===== config.mk =====
export PLATFORM = sky130hd
export DESIGN_NAME = polar_isqrt_stage
export DESIGN_NICKNAME = d
export VERILOG_FILES = /design/src/rtl/polar_pkg.sv /design/src/rtl/polar_isqrt_stage_isqrt_step.sv /design/src/rtl/polar_isqrt_stage.sv
export SDC_FILE = /design/constraint.sdc
export NUM_CORES = 1
export LEC_CHECK = 0
export ABC_CLOCK_PERIOD_IN_PS = 2200
export CAP_MARGIN = 20
export CELL_PAD_IN_SITES_DETAIL_PLACEMENT = 1
export CELL_PAD_IN_SITES_GLOBAL_PLACEMENT = 1
export CORE_MARGIN = 2
export CORE_UTILIZATION = 35
export DETAILED_ROUTE_END_ITERATION = 10
export PLACE_DENSITY = 0.75
export REMOVE_ABC_BUFFERS = 1
export SLEW_MARGIN = 40
export SYNTH_ARGS = -nofsm -noshare
export SYNTH_HDL_FRONTEND = slang
export SYNTH_SLANG_ARGS = --single-unit

===== constraint.sdc =====
create_clock -name clk -period 2.2 [get_ports clk]
set_clock_uncertainty 0.05 [all_clocks]
set_input_delay 0.33 -clock clk [delete_from_list [all_inputs] [get_ports clk]]
set_output_delay 0.33 -clock clk [all_outputs]
set_load 0.05 [all_outputs]

===== src/rtl/polar_pkg.sv =====
// Shared definitions for the polar-coordinate pipeline.
//   - Default widths of the squared-magnitude input, root and theta tag.
//   - State encoding of the integer square-root refinement stage.
//   - Angle constant shared by the polar front end and its consumers.
package polar_pkg;

    localparam int IN_W_DEF  = 16;
    localparam int OUT_W_DEF = IN_W_DEF / 2;
    localparam int TAG_W_DEF = 8;

    // Theta code of a vertical vector (90 degrees) in the front-end angle scale.
    localparam logic [7:0] THETA_VERTICAL = 8'd90;

    typedef enum logic [1:0] {
        IDLE = 2'd0,
        CALC = 2'd1,
        DONE = 2'd2
    } isqrt_state_e;

endpackage


===== src/rtl/polar_isqrt_stage_isqrt_step.sv =====
// isqrt_step: one iteration of the restoring digit-by-digit square root.
// Ports:
//   rem_i   - partial remainder before this step (OUT_W bits suffice here,
//             since before the final step rem <= 2*root < 2^OUT_W)
//   root_i  - partial root before this step
//   bits_i  - next two operand bits, most significant pair first
//   rem_o   - partial remainder after this step (OUT_W+1 bits)
//   root_o  - partial root after this step
module isqrt_step
    import polar_pkg::*;
#(
    parameter int OUT_W = OUT_W_DEF
) (
    input  logic [OUT_W-1:0] rem_i,
    input  logic [OUT_W-1:0] root_i,
    input  logic [1:0]       bits_i,
    output logic [OUT_W:0]   rem_o,
    output logic [OUT_W-1:0] root_o
);

    logic [OUT_W+1:0] trial_s;
    logic [OUT_W+1:0] test_s;
    logic             ge_s;

    // Trial subtraction of (4*root + 1) from the shifted-in remainder.
    // The new remainder always fits OUT_W+1 bits, so subtracting only the
    // low OUT_W+1 bits gives the exact result.
    always_comb begin
        trial_s = {rem_i, bits_i};
        test_s  = {root_i, 2'b01};
        ge_s    = (trial_s >= test_s);
        if (ge_s) begin
            rem_o = trial_s[OUT_W:0] - test_s[OUT_W:0];
        end else begin
            rem_o = trial_s[OUT_W:0];
        end
        root_o = {root_i[OUT_W-2:0], ge_s};
    end

endmodule


===== src/rtl/polar_isqrt_stage.sv =====
// polar_isqrt_stage: multi-cycle floor square root of x^2+y^2, with the
// theta estimate carried alongside the result.
// Ports:
//   clk, rst_n          - clock, asynchronous active-low reset
//   ena                 - global enable; low freezes every register
//   in_valid/in_ready   - input handshake (in_ready only in IDLE with ena)
//   in_sq, in_tag       - squared magnitude and theta tag
//   out_valid/out_ready - output handshake (transfer also requires ena)
//   out_root, out_rem   - floor(sqrt(in_sq)) and in_sq - out_root^2
//   out_tag             - tag captured with the sample
//   busy                - high while a sample is in CALC or DONE
// One result bit is produced per enabled cycle; the result appears OUT_W
// edges after the accept edge and is held until taken.
module polar_isqrt_stage
    import polar_pkg::*;
#(
    parameter int IN_W  = IN_W_DEF,
    parameter int TAG_W = TAG_W_DEF
) (
    input  logic               clk,
    input  logic               rst_n,
    input  logic               ena,
    input  logic               in_valid,
    output logic               in_ready,
    input  logic [IN_W-1:0]    in_sq,
    input  logic [TAG_W-1:0]   in_tag,
    output logic               out_valid,
    input  logic               out_ready,
    output logic [IN_W/2-1:0]  out_root,
    output logic [IN_W/2:0]    out_rem,
    output logic [TAG_W-1:0]   out_tag,
    output logic               busy
);

    localparam int OUT_W = IN_W / 2;
    localparam int CNT_W = (OUT_W > 2) ? $clog2(OUT_W) : 1;

    isqrt_state_e       state_q, state_d;
    logic [CNT_W-1:0]   cnt_q, cnt_d;
    logic [IN_W-1:0]    op_q, op_d;
    logic [OUT_W-1:0]   root_q, root_d;
    logic [OUT_W:0]     rem_q, rem_d;
    logic [TAG_W-1:0]   tag_q, tag_d;
    logic               valid_q, valid_d;
    logic               busy_q, busy_d;

    logic [OUT_W:0]     step_rem_s;
    logic [OUT_W-1:0]   step_root_s;

    // The top bit of rem_q is always zero while iterating, so only the low
    // OUT_W bits feed the step cell.
    isqrt_step #(
        .OUT_W (OUT_W)
    ) u_step (
        .rem_i  (rem_q[OUT_W-1:0]),
        .root_i (root_q),
        .bits_i (op_q[IN_W-1 -: 2]),
        .rem_o  (step_rem_s),
        .root_o (step_root_s)
    );

    // Input side is ready only when idle and enabled; no skid buffer.
    always_comb begin
        in_ready = ena && (state_q == IDLE);
    end

    // Next-state, datapath and output-register computation.
    always_comb begin
        state_d = state_q;
        cnt_d   = cnt_q;
        op_d    = op_q;
        root_d  = root_q;
        rem_d   = rem_q;
        tag_d   = tag_q;
        if (ena) begin
            case (state_q)
                IDLE: begin
                    if (in_valid) begin
                        op_d    = in_sq;
                        tag_d   = in_tag;
                        root_d  = '0;
                        rem_d   = '0;
                        cnt_d   = CNT_W'(OUT_W - 1);
                        state_d = CALC;
                    end else begin
                        state_d = IDLE;
                    end
                end
                CALC: begin
                    root_d = step_root_s;
                    rem_d  = step_rem_s;
                    op_d   = op_q << 2;
                    if (cnt_q == '0) begin
                        state_d = DONE;
                    end else begin
                        cnt_d = cnt_q - CNT_W'(1);
                    end
                end
                DONE: begin
                    if (out_ready) begin
                        state_d = IDLE;
                    end else begin
                        state_d = DONE;
                    end
                end
                default: begin
                    state_d = IDLE;
                end
            endcase
        end else begin
            state_d = state_q;
        end
        valid_d = (state_d == DONE);
        busy_d  = (state_d != IDLE);
    end

    // State, datapath and output registers.
    always_ff @(posedge clk or negedge rst_n) begin
        if (!rst_n) begin
            state_q <= IDLE;
            cnt_q   <= '0;
            op_q    <= '0;
            root_q  <= '0;
            rem_q   <= '0;
            tag_q   <= '0;
            valid_q <= 1'b0;
            busy_q  <= 1'b0;
        end else begin
            state_q <= state_d;
            cnt_q   <= cnt_d;
            op_q    <= op_d;
            root_q  <= root_d;
            rem_q   <= rem_d;
            tag_q   <= tag_d;
            valid_q <= valid_d;
            busy_q  <= busy_d;
        end
    end

    assign out_valid = valid_q;
    assign out_root  = root_q;
    assign out_rem   = rem_q;
    assign out_tag   = tag_q;
    assign busy      = busy_q;

endmodule


==> run metrics <==
area of the core=~0.007 mm2; Worst EP arrival=between 2 and 2.5 ns; top area cells in the synthesized netlist=sky130_fd_sc_hd__dfrtp_1, sky130_fd_sc_hd__ha_1, sky130_fd_sc_hd__mux2i_1, sky130_fd_sc_hd__nand2_1, sky130_fd_sc_hd__o21ai_0; floorplan die height=89.4 um; clock tree from TritonCTS=yes; highest fanout seen on the critical path=5; per-cell routed wire length=~15 um; antenna violations before repair=0; post-detailed-route via-to-cell ratio=roughly 5; Layout fillers=789; instance count after placement with tap cells included=around 420; die area=0.00800 mm2; count of maximum capacitance violations=0; setup TNS after final layout=0 ns; final-report max-slew violation count=0; DRC violation count after routing=0; signed area change from the synthesized netlist to the final layout=44.0%; achievable clock frequency=471 MHz; most common flop cell mapped by yosys=sky130_fd_sc_hd__dfrtp_1; share of the synthesized area in the top cell type=0.470; Finish-stage setup viols=0; placer congestion estimate=0.855; cell type with the highest aggregate area in the netlist=sky130_fd_sc_hd__dfrtp_1; critical setup path kind=register to register; clock buffers created by TritonCTS=5; final std cells w/o fill=435; Cell Rows=31; GR Util All Layers=0.179; vias after detailed routing=2167; unrepaired setup endpoints after global routing=true; synthesized flop and latch total=48; diode insertion count for antenna repair=0; endpoint required time on the critical path=2.36 ns; Detail Placement HPWL=~5000 um; nature of the critical path endpoint=register; Hold Path Cell Cnt=1; remaining antenna violation count after routing=0; Routed Wire Length=6720 um; pin slew with the least headroom to its limit=slightly above 0.5 ns; global-route wire length before repair=11100 um; distinct cell type count of the synthesized netlist=45; Cells after Synth=252; kind of start point of the critical path=register; result of the run=complete, no violations; most frequent cell after synthesis=sky130_fd_sc_hd__dfrtp_1; pin count of the biggest net entering global routing=49; end-of-flow core utilization=0.512; number of global-route vias before repair=2369; fraction of final layout cells sized beyond drive strength 1=0.211; number of iterations in the first detailed-routing pass=4; Worst VDD drop=a little under 0.8 mV; count of boundary I/O pins=57; yosys synthesis warning count=0; Hold Crit Class=register to register; Final Hold Viols=0; proportion of synthesized chip area in sequential cells=0.470; leakage power=1.63 nW; post-layout min period=roughly 2.1 ns; period utilisation layout=0.964; die width=~89 um; post-synth design cell area=between 0.002 and 0.003 mm2; leading post-synthesis cells by instance count=sky130_fd_sc_hd__dfrtp_1, sky130_fd_sc_hd__nand2_1, sky130_fd_sc_hd__o21ai_0; clock latency reported for the late side of the worst-skew pair=0.31 ns; Iteration-0 DRC Markers=48; Power Dens Cells=1860 mW/mm2; number of enable-type register cells in the synthesized netlist=0; Root Buffer Master=sky130_fd_sc_hd__clkbuf_8; share of flip-flops with an asynchronous set or reset=1.00; overall overflow remaining after global route=0; initial cell density of the core=0.356; tightest hold margin=~0.43 ns; number of nets in the layout=between 300 and 400; Slew Limit Headroom=0.653; # clock sinks=between 40 and 50; largest buffer count on any clock path=2; Mean Syn Cell Area=10.1 um2; clock slew at reported path FFs=0.10 ns; total number of H-tree levels=2; Port Buffers=56; cell depth of the worst flop-to-flop path=7
[critical path, cell delays in order (launching register included)]
cell and delay [ns]:
sky130_fd_sc_hd__dfrtp_1 0.36, sky130_fd_sc_hd__inv_1 0.08, sky130_fd_sc_hd__ha_4 0.29, sky130_fd_sc_hd__nand2_1 0.09, sky130_fd_sc_hd__a211oi_2 0.26, sky130_fd_sc_hd__mux2_2 0.36
sky130_fd_sc_hd__a2111o_1 0.28, sky130_fd_sc_hd__a32o_1 0.25
[repair_timing]
action / in CTS / in global routing
pin swaps: 1 / 3
hold buffers: 1 / 0
setup buffers: 1 / 2
endpoints found under the setup margin: 5 / 8
gates resized for setup: 2 / 13
hold endpoints to repair: 48 / 0
[worst paths after layout]
path,to,slack (ns),start
worst max-delay path,out_rem[8]$_DFFE_PN0P_,0.08,out_root[3]$_DFFE_PN0P_
worst min-delay path,cnt_q[0]$_DFFE_PN0P_,0.43,cnt_q[0]$_DFFE_PN0P_
worst max register to register,out_rem[8]$_DFFE_PN0P_,0.08,out_root[3]$_DFFE_PN0P_
worst min register to register,cnt_q[0]$_DFFE_PN0P_,0.43,cnt_q[0]$_DFFE_PN0P_
max in group asynchronous,out_rem[4]$_DFFE_PN0P_,1.39,rst_n
min in group asynchronous,out_root[6]$_DFFE_PN0P_,0.48,rst_n
[state kept, by name (all words and copies together), names as in the netlist]
signal / cells
busy: 1
cnt_q: 3
op_q: 16
out_rem: 9
out_root: 8
out_tag: 8
out_valid: 1
state_q: 2
[routing by layer]
metal | track usage | up-vias | routed length, um
li1 | - | 1044 | -
met1 | 0.215 | 1069 | 2790
met2 | 0.318 | 47 | 3560
met3 | 0.0499 | 7 | 303
met4 | 0.0434 | 0 | 62
met5 | 0 | - | 0
[power breakdown]
group	switching [W]	total, W	internal [W]
registers	0.000269	0.00153	0.00126
logic	0.00256	0.00461	0.00205
clock network	0.000338	0.000689	0.000351
total	0.00317	0.00683	0.00366
[per-stage QoR]
stage | power, W | setup WS [ns] | area [um2]
final | 0.00683 | 0.0786 | 3680
after global routing | 0.00735 | -0.00621 | 3680
after CTS | 0.00658 | 0.0187 | 3570
after detailed placement | 0.00576 | -0.0294 | 3420
after global placement | 0.00565 | 0.0118 | 3420
after floorplan | 0.00423 | -0.297 | 2480
[cell families after synthesis]
family	share of synthesized area
and+or+nand+nor	0.127
DFF	0.470
AOI/OAI and AO/OA	0.173
muxes	0.0946
xor gates and xnor gates	0.0240
buffers and inverters	0.0519
adders and majority gates	0.0588
[cell type report]
cell class                 count  area, um2  share of cell area
multi-input combinational    175       1330               0.362
sequential                    48       1200               0.327
timing repair buffer          89        841               0.229
tap                           99        124              0.0337
clock buffer                   5       68.8              0.0187
inverter                      16       60.1              0.0163
clock inverter                 3       50.0              0.0136
[cell usage in the layout (no fill, tap or decap), drive strengths merged, types with 2 or more instances in the layout]
cell type / synthesis / routed
o311ai: 5 / 5
nand3: 5 / 5
a21oi: 8 / 8
xnor2: 3 / 3
o21ai: 30 / 30
nand2b: 6 / 6
ha: 12 / 12
nor3b: 3 / 3
xor2: 4 / 4
inv: 16 / 18
o31ai: 3 / 3
a211oi: 3 / 3
o21bai: 2 / 2
mux2i: 14 / 14
mux2: 9 / 9
dfrtp: 48 / 48
nor3: 2 / 2
clkdlybuf4s50: 0 / 54
and2: 2 / 2
buf: 8 / 34
a32oi: 3 / 3
nand2: 33 / 33
nor2: 10 / 10
nor2b: 4 / 4
a22o: 2 / 2
clkbuf: 5 / 5
a21o: 2 / 2
Power figures use the tool's default switching activity.
